$ cat src/rtl/uart_cmd_sched_pkg.sv
// uart_cmd_sched_pkg: command bytes, ASCII constants and FSM encoding for the UART command scheduler
package uart_cmd_sched_pkg;
  typedef enum logic [1:0] {IDLE, DECODE, ECHO, REPORT} state_t;
  localparam logic [7:0] CMD_START  = 8'h73;
  localparam logic [7:0] CMD_STOP   = 8'h74;
  localparam logic [7:0] CMD_CLEAR  = 8'h63;
  localparam logic [7:0] CMD_HOUR   = 8'h48;
  localparam logic [7:0] CMD_MIN    = 8'h4D;
  localparam logic [7:0] CMD_SEC    = 8'h53;
  localparam logic [7:0] CMD_MODE   = 8'h6D;
  localparam logic [7:0] CMD_DIGIT  = 8'h61;
  localparam logic [7:0] CMD_REPORT = 8'h72;
  localparam logic [7:0] ASCII_COLON = 8'h3A;
  localparam logic [7:0] ASCII_CR    = 8'h0D;
  localparam logic [7:0] ASCII_LF    = 8'h0A;
  localparam logic [7:0] ASCII_ZERO  = 8'h30;
endpackage

$ cat src/rtl/uart_cmd_sched_if.sv
// uart_cmd_sched_if: RX/TX FIFO handshake between the scheduler (master) and the FIFOs (slave)
interface uart_cmd_sched_if;
  logic       rx_empty;
  logic [7:0] rx_data;
  logic       o_rx_pop;
  logic       tx_full;
  logic       o_tx_push;
  logic [7:0] o_tx_data;
  modport master (input rx_empty, rx_data, tx_full, output o_rx_pop, o_tx_push, o_tx_data);
  modport slave (output rx_empty, rx_data, tx_full, input o_rx_pop, o_tx_push, o_tx_data);
endinterface

$ cat src/rtl/uart_cmd_sched_bin2ascii_2d.sv
// bin2ascii_2d: 6-bit binary to two ASCII decimal digits, unsaturated over 0..63
module bin2ascii_2d
  import uart_cmd_sched_pkg::*;
(
  input  logic [5:0] bin,
  output logic [7:0] tens,
  output logic [7:0] ones
);
  assign tens = ASCII_ZERO + 8'(bin / 6'd10);
  assign ones = ASCII_ZERO + 8'(bin % 6'd10);
endmodule

$ cat src/rtl/uart_cmd_sched.sv
// uart_cmd_sched: pops RX command bytes, pulses/toggles core controls, echoes and streams HH:MM:SS reports to TX
module uart_cmd_sched
  import uart_cmd_sched_pkg::*;
#(
  parameter bit         ECHO_EN     = 1'b1,
  parameter logic [7:0] REPORT_CHAR = CMD_REPORT
) (
  input  logic                     clk,
  input  logic                     rst,
  uart_cmd_sched_if.master         fifo,
  input  logic [4:0]               i_hour,
  input  logic [5:0]               i_min,
  input  logic [5:0]               i_sec,
  output logic                     o_start,
  output logic                     o_stop,
  output logic                     o_clear,
  output logic                     o_hour_p,
  output logic                     o_min_p,
  output logic                     o_sec_p,
  output logic                     o_sel_m,
  output logic                     o_sel_a,
  output logic                     o_busy
);
  state_t       state_q, state_d;
  logic [7:0]   r_cmd_q, r_cmd_d;
  logic [3:0]   idx_q, idx_d;
  logic         sel_m_q, sel_m_d, sel_a_q, sel_a_d;
  logic [4:0]   hour_q, hour_d;
  logic [5:0]   min_q, min_d, sec_q, sec_d;
  logic [7:0]   ht, ho, mt, mo, st, so;
  logic [9:0][7:0] rpt;
  logic         pop, push, dec, is_rpt;
  bin2ascii_2d u_hour (.bin({1'b0, hour_q}), .tens(ht), .ones(ho));
  bin2ascii_2d u_min  (.bin(min_q),          .tens(mt), .ones(mo));
  bin2ascii_2d u_sec  (.bin(sec_q),          .tens(st), .ones(so));
  assign rpt = {ASCII_LF, ASCII_CR, so, st, ASCII_COLON, mo, mt, ASCII_COLON, ho, ht};
  assign is_rpt = r_cmd_q == REPORT_CHAR;
  assign dec    = state_q == DECODE;
  assign pop    = !rst && state_q == IDLE && !fifo.rx_empty;
  assign push   = !rst && (state_q == ECHO || state_q == REPORT) && !fifo.tx_full;
  assign fifo.o_rx_pop  = pop;
  assign fifo.o_tx_push = push;
  assign fifo.o_tx_data = state_q == ECHO ? r_cmd_q : state_q == REPORT ? rpt[idx_q] : 8'h00;
  assign o_start  = dec && r_cmd_q == CMD_START;
  assign o_stop   = dec && r_cmd_q == CMD_STOP;
  assign o_clear  = dec && r_cmd_q == CMD_CLEAR;
  assign o_hour_p = dec && r_cmd_q == CMD_HOUR;
  assign o_min_p  = dec && r_cmd_q == CMD_MIN;
  assign o_sec_p  = dec && r_cmd_q == CMD_SEC;
  assign o_sel_m  = sel_m_q;
  assign o_sel_a  = sel_a_q;
  assign o_busy   = state_q != IDLE;
  always_comb begin
    state_d = state_q;
    r_cmd_d = r_cmd_q;
    idx_d   = idx_q;
    sel_m_d = sel_m_q;
    sel_a_d = sel_a_q;
    hour_d  = hour_q;
    min_d   = min_q;
    sec_d   = sec_q;
    case (state_q)
      IDLE: if (pop) begin
        r_cmd_d = fifo.rx_data;
        state_d = DECODE;
      end
      DECODE: begin
        sel_m_d = sel_m_q ^ (r_cmd_q == CMD_MODE);
        sel_a_d = sel_a_q ^ (r_cmd_q == CMD_DIGIT);
        hour_d  = is_rpt ? i_hour : hour_q;
        min_d   = is_rpt ? i_min : min_q;
        sec_d   = is_rpt ? i_sec : sec_q;
        state_d = ECHO_EN ? ECHO : is_rpt ? REPORT : IDLE;
      end
      ECHO: if (push) state_d = is_rpt ? REPORT : IDLE;
      REPORT: if (push) begin
        idx_d   = idx_q == 4'd9 ? 4'd0 : idx_q + 4'd1;
        state_d = idx_q == 4'd9 ? IDLE : REPORT;
      end
      default: state_d = IDLE;
    endcase
  end
  always_ff @(posedge clk) begin
    if (rst) begin
      state_q <= IDLE;
      r_cmd_q <= '0;
      idx_q   <= '0;
      sel_m_q <= 1'b0;
      sel_a_q <= 1'b0;
      hour_q  <= '0;
      min_q   <= '0;
      sec_q   <= '0;
    end else begin
      state_q <= state_d;
      r_cmd_q <= r_cmd_d;
      idx_q   <= idx_d;
      sel_m_q <= sel_m_d;
      sel_a_q <= sel_a_d;
      hour_q  <= hour_d;
      min_q   <= min_d;
      sec_q   <= sec_d;
    end
  end
endmodule

$ cat src/flat_wrapper.sv
// flat-port wrapper written by rule: the top's interface ports become plain ports
module uart_cmd_sched_flat import uart_cmd_sched_pkg::*;
#(
  parameter bit         ECHO_EN     = 1'b1,
  parameter logic [7:0] REPORT_CHAR = CMD_REPORT
)
  (clk, rst, i_hour, i_min, i_sec, o_start, o_stop, o_clear, o_hour_p, o_min_p, o_sec_p, o_sel_m, o_sel_a, o_busy, fifo_rx_empty, fifo_rx_data, fifo_tx_full, fifo_o_rx_pop, fifo_o_tx_push, fifo_o_tx_data);
  uart_cmd_sched_if fifo_i ();
  input  logic clk;
  input  logic rst;
  input  logic [4:0] i_hour;
  input  logic [5:0] i_min;
  input  logic [5:0] i_sec;
  output logic o_start;
  output logic o_stop;
  output logic o_clear;
  output logic o_hour_p;
  output logic o_min_p;
  output logic o_sec_p;
  output logic o_sel_m;
  output logic o_sel_a;
  output logic o_busy;
  input wire logic [$bits(fifo_i.rx_empty)-1:0] fifo_rx_empty;
  input wire logic [$bits(fifo_i.rx_data)-1:0] fifo_rx_data;
  input wire logic [$bits(fifo_i.tx_full)-1:0] fifo_tx_full;
  output wire logic [$bits(fifo_i.o_rx_pop)-1:0] fifo_o_rx_pop;
  output wire logic [$bits(fifo_i.o_tx_push)-1:0] fifo_o_tx_push;
  output wire logic [$bits(fifo_i.o_tx_data)-1:0] fifo_o_tx_data;
  assign fifo_i.rx_empty = fifo_rx_empty;
  assign fifo_i.rx_data = fifo_rx_data;
  assign fifo_i.tx_full = fifo_tx_full;
  assign fifo_o_rx_pop = fifo_i.o_rx_pop;
  assign fifo_o_tx_push = fifo_i.o_tx_push;
  assign fifo_o_tx_data = fifo_i.o_tx_data;
  uart_cmd_sched #(.ECHO_EN(ECHO_EN), .REPORT_CHAR(REPORT_CHAR)) u_core (.clk(clk), .rst(rst), .fifo(fifo_i), .i_hour(i_hour), .i_min(i_min), .i_sec(i_sec), .o_start(o_start), .o_stop(o_stop), .o_clear(o_clear), .o_hour_p(o_hour_p), .o_min_p(o_min_p), .o_sec_p(o_sec_p), .o_sel_m(o_sel_m), .o_sel_a(o_sel_a), .o_busy(o_busy));
endmodule
$ cat config.mk
export PLATFORM = sky130hd
export DESIGN_NAME = uart_cmd_sched_flat
export DESIGN_NICKNAME = d
export VERILOG_FILES = /design/src/rtl/uart_cmd_sched_pkg.sv /design/src/rtl/uart_cmd_sched_if.sv /design/src/rtl/uart_cmd_sched_bin2ascii_2d.sv /design/src/rtl/uart_cmd_sched.sv /design/src/flat_wrapper.sv
export SDC_FILE = /design/constraint.sdc
export NUM_CORES = 1
export LEC_CHECK = 0
export BUFFER_PORTS_ARGS = -buffer_cell sky130_fd_sc_hd__buf_2
export CORE_MARGIN = 10
export CORE_UTILIZATION = 45
export DETAILED_ROUTE_END_ITERATION = 10
export SYNTH_ARGS = -nofsm -noshare
export SYNTH_HDL_FRONTEND = slang
export SYNTH_HIERARCHICAL = 1
export SYNTH_SLANG_ARGS = --single-unit
$ cat constraint.sdc
create_clock -name clk -period 6.65 [get_ports clk]
set_input_delay 0.3325 -clock clk [delete_from_list [all_inputs] [get_ports clk]]
set_output_delay 0.3325 -clock clk [all_outputs]
set_load 0.02 [all_outputs]
==> impl_metrics.json <==
{
  "status": "completed",
  "worstMarginPinSlew_ns": 1.178,
  "antenna_found_initial": 0,
  "ys.flop_type": "dfxtp_1",
  "cts.sinks": 33,
  "seqPwrFrac": 0.443,
  "wl_per_cell_um": 14.89,
  "io_pins": 48,
  "syn_area_mm2": 0.003867,
  "synth_cell_types": 77,
  "cp_data_required_time_ns": 6.32,
  "antenna_cells": 0,
  "leakage_nw": 1.419,
  "cts_buffers": 5,
  "die_area_mm2": 0.01270,
  "cts_buffer_depth": 2,
  "vdd_drop_max_mv": 0.07616,
  "min_period_ns": 3.708,
  "start_kind": "flip-flop",
  "synth-seq-cells": 33,
  "cp_max_fo": 15,
  "post_drt_via_cell_ratio": 5.494,
  "gp_congestion": 0.8215,
  "drv_cap": 0,
  "worst-setup-path-type": "reg2out",
  "ys_warn_count": 6,
  "dpl.hpwl_mm": 6.492,
  "clk_pin_slew_ns": 0.08,
  "intPower_uw": 343.8,
  "place_area_mm2": 0.003825,
  "relSlewSlack": 0.2123,
  "cts_setup_buffers": 0,
  "drive_gt1_frac": 0.1948,
  "grt_pass1_wl_mm": 14.93,
  "drt_iter0_drc": 207,
  "core.rowCount": 33,
  "final_hold_viol_count": 0,
  "nets": 535,
  "cts_tree": "done",
  "cts_resized": 0,
  "powerDensity_mw_per_mm2": 123.0,
  "core_mm2": 0.008299,
  "dieWidth_um": 112.7,
  "drv_slew": 0,
  "tns_ns": 0,
  "cts_root_buf": "clkbuf_8",
  "clk_latency_ns": 0.29,
  "worstPathArrival_ns": 3.38,
  "grt.total_usage": 0.1353,
  "vias": 3313,
  "routed_wirelength_mm": 8.978,
  "p_comb_frac": 0.146,
  "start_util": 0.4660,
  "synth_seq_area_share": 0.1708,
  "synth-async-reset-ratio": 0,
  "portBuffers": 47,
  "syn_inst": 489,
  "fin_area_mm2": 0.003940,
  "cts.htree.levels": 2,
  "finalCritPeriodShare": 0.5576,
  "syn_avg_cell_area_um2": 7.909,
  "route.detailed.drc": 0,
  "critPathCaptureType": "output port",
  "hold_path.class": "in2reg",
  "power_switching_uw": 140.8,
  "setup_viol": 0,
  "power_uw": 484.5,
  "clock_power_share": 0.412,
  "drt_pass1_iterations": 4,
  "rsz0062_at_grt": "no",
  "grt_pass1_vias": 3065,
  "skew_ns": 0.01088,
  "synth_edf_count": 0,
  "fmax_ghz": 0.2697,
  "postCtsHoldBufs": 0,
  "globalRouteOverflowTotal": 0,
  "ant_nets": 0,
  "grt_max_degree": 37,
  "areaGrowthSynthToFinish_pct": 1.876,
  "sw_frac_of_total": 0.2905,
  "dieHeight_um": 112.7
}
-- path summary, 6_finish.rpt --
| check | startpoint | to | slack [ns] | cells after the start |
|---|---|---|---|---|
| worst min-delay path | fifo_rx_data[1] | u_core/r_cmd_q[1] | 0.27 | 3 |
| worst min register to register | u_core/hour_q[0] | u_core/hour_q[0] | 0.47 | 2 |
| worst max register to register | u_core/state_q[0] | u_core/hour_q[4] | 4.16 | 3 |
| worst max-delay path | u_core/sec_q[3] | fifo_o_tx_data[5] | 2.94 | 12 |
-- power groups by stage --
stage	registers (mW)	clock network (mW)	logic (mW)
after floorplan	0.212	0	0.0637
after global placement	0.219	0	0.0691
after detailed placement	0.219	0	0.0697
after CTS	0.214	0.206	0.0703
after global routing	0.216	0.216	0.0804
final	0.214	0.199	0.0707
-- stage by stage --
step	utilization	instances	setup WS, ns	hold slack (ns)
2_1_floorplan	-	507	3.816	0.4351
3_3_place_gp	0.4609	595	3.322	0.4479
3_5_place_dp	0.4609	595	3.280	0.4607
4_1_cts	0.4747	603	2.940	0.2599
5_1_grt	0.4747	603	2.722	0.2646
6_report	0.4747	603	2.942	0.2681
-- worst max-delay path, cell delays in order (launching register included) --
cell	delay (ns)
dfxtp_1	0.64
nand2b_4	0.30
nor2_1	0.11
o21ai_0	0.19
o21ai_0	0.15
ha_1	0.23
a2111o_1	0.28
ha_1	0.27
inv_1	0.03
mux2_2	0.26
o32a_1	0.28
a22o_1	0.19
buf_2	0.16
-- metal layers --
layer,track usage,wire length [um],vias up
met2,0.2120,4075,54
met4,0.03469,82,0
met1,0.1823,4439,1524
met3,0.03011,380,6
met5,0,0,-
li1,-,-,1729
-- cell families after synthesis --
group           Yosys count  synth area share
mux                      40            0.1148
buf+inv                  87            0.1588
xor+xnor                  3          0.006795
flops                    33            0.1708
compound gates          135            0.2650
other cells               7          0.006795
fa+ha+maj                 9           0.02912
simple gates            175            0.2478
-- Yosys cell counts, drive strengths merged (3+ instances only) --
library cell / number / area share
nand2: 67 / 0.065
buf: 49 / 0.10
o21ai: 36 / 0.050
mux2i: 35 / 0.10
dfxtp: 33 / 0.17
a21oi: 29 / 0.040
nor2: 24 / 0.025
inv: 18 / 0.017
clkbuf: 16 / 0.026
nand2b: 13 / 0.029
nand3: 10 / 0.017
nor2b: 10 / 0.016
ha: 9 / 0.029
and2: 8 / 0.013
nor3: 8 / 0.012
nor4: 8 / 0.013
conb: 7 / 0.0068
a21boi: 6 / 0.015
a22o: 5 / 0.011
mux2: 5 / 0.015
nand4b: 5 / 0.011
nor4b: 5 / 0.011
o211ai: 5 / 0.0097
o31a: 5 / 0.011
a2111o: 4 / 0.012
a2111oi: 4 / 0.024
a211oi: 4 / 0.0078
a221o: 4 / 0.010
a221oi: 4 / 0.0091
o22ai: 4 / 0.0065
o311ai: 4 / 0.0091
a21o: 3 / 0.0058
bufinv: 3 / 0.014
nand3b: 3 / 0.0058
nand4: 3 / 0.0049
o211a: 3 / 0.0078
o221ai: 3 / 0.012
o31ai: 3 / 0.0058
or2: 3 / 0.0049
xnor2: 3 / 0.0068
-- layout make-up --
cell class / instances / area (um^2)
clock buffers: 5 / 68.82
flip-flops and latches: 33 / 660.6
inverters: 22 / 123.9
repair buffers: 48 / 242.7
multi-input cells: 387 / 2666
fillers: 824 / 4359
well taps: 105 / 131.4
clock inverters: 3 / 46.29
-- cells in the final DEF (no fill, tap or decap), types with 4 or more instances in the layout --
cell type and n:
a221oi_1 4, a22o_1 5, nor2b_1 10, o22ai_1 4, a2111o_1 4, nand2_1 67
mux2i_1 32, nor4_1 8, a21oi_1 26, dfxtp_1 33, inv_1 15, a221o_1 4
clkbuf_8 5, and2_1 5, o21ai_1 6, o21ai_0 27, nand2b_1 7, o31a_1 5
nor2_1 21, a211oi_1 4, buf_2 47, nand4b_1 5, conb_1 25, o211ai_1 5
ha_1 9, nor3_1 7, nor4b_1 5, nand3_1 7
-- registers in the layout (all words and copies together), names as in the netlist --
register        count
u_core/min_q        6
u_core/idx_q        4
u_core/o_sel_m      1
u_core/sec_q        6
u_core/state_q      2
u_core/o_sel_a      1
u_core/hour_q       5
u_core/r_cmd_q      8
Power figures use the tool's default switching activity.
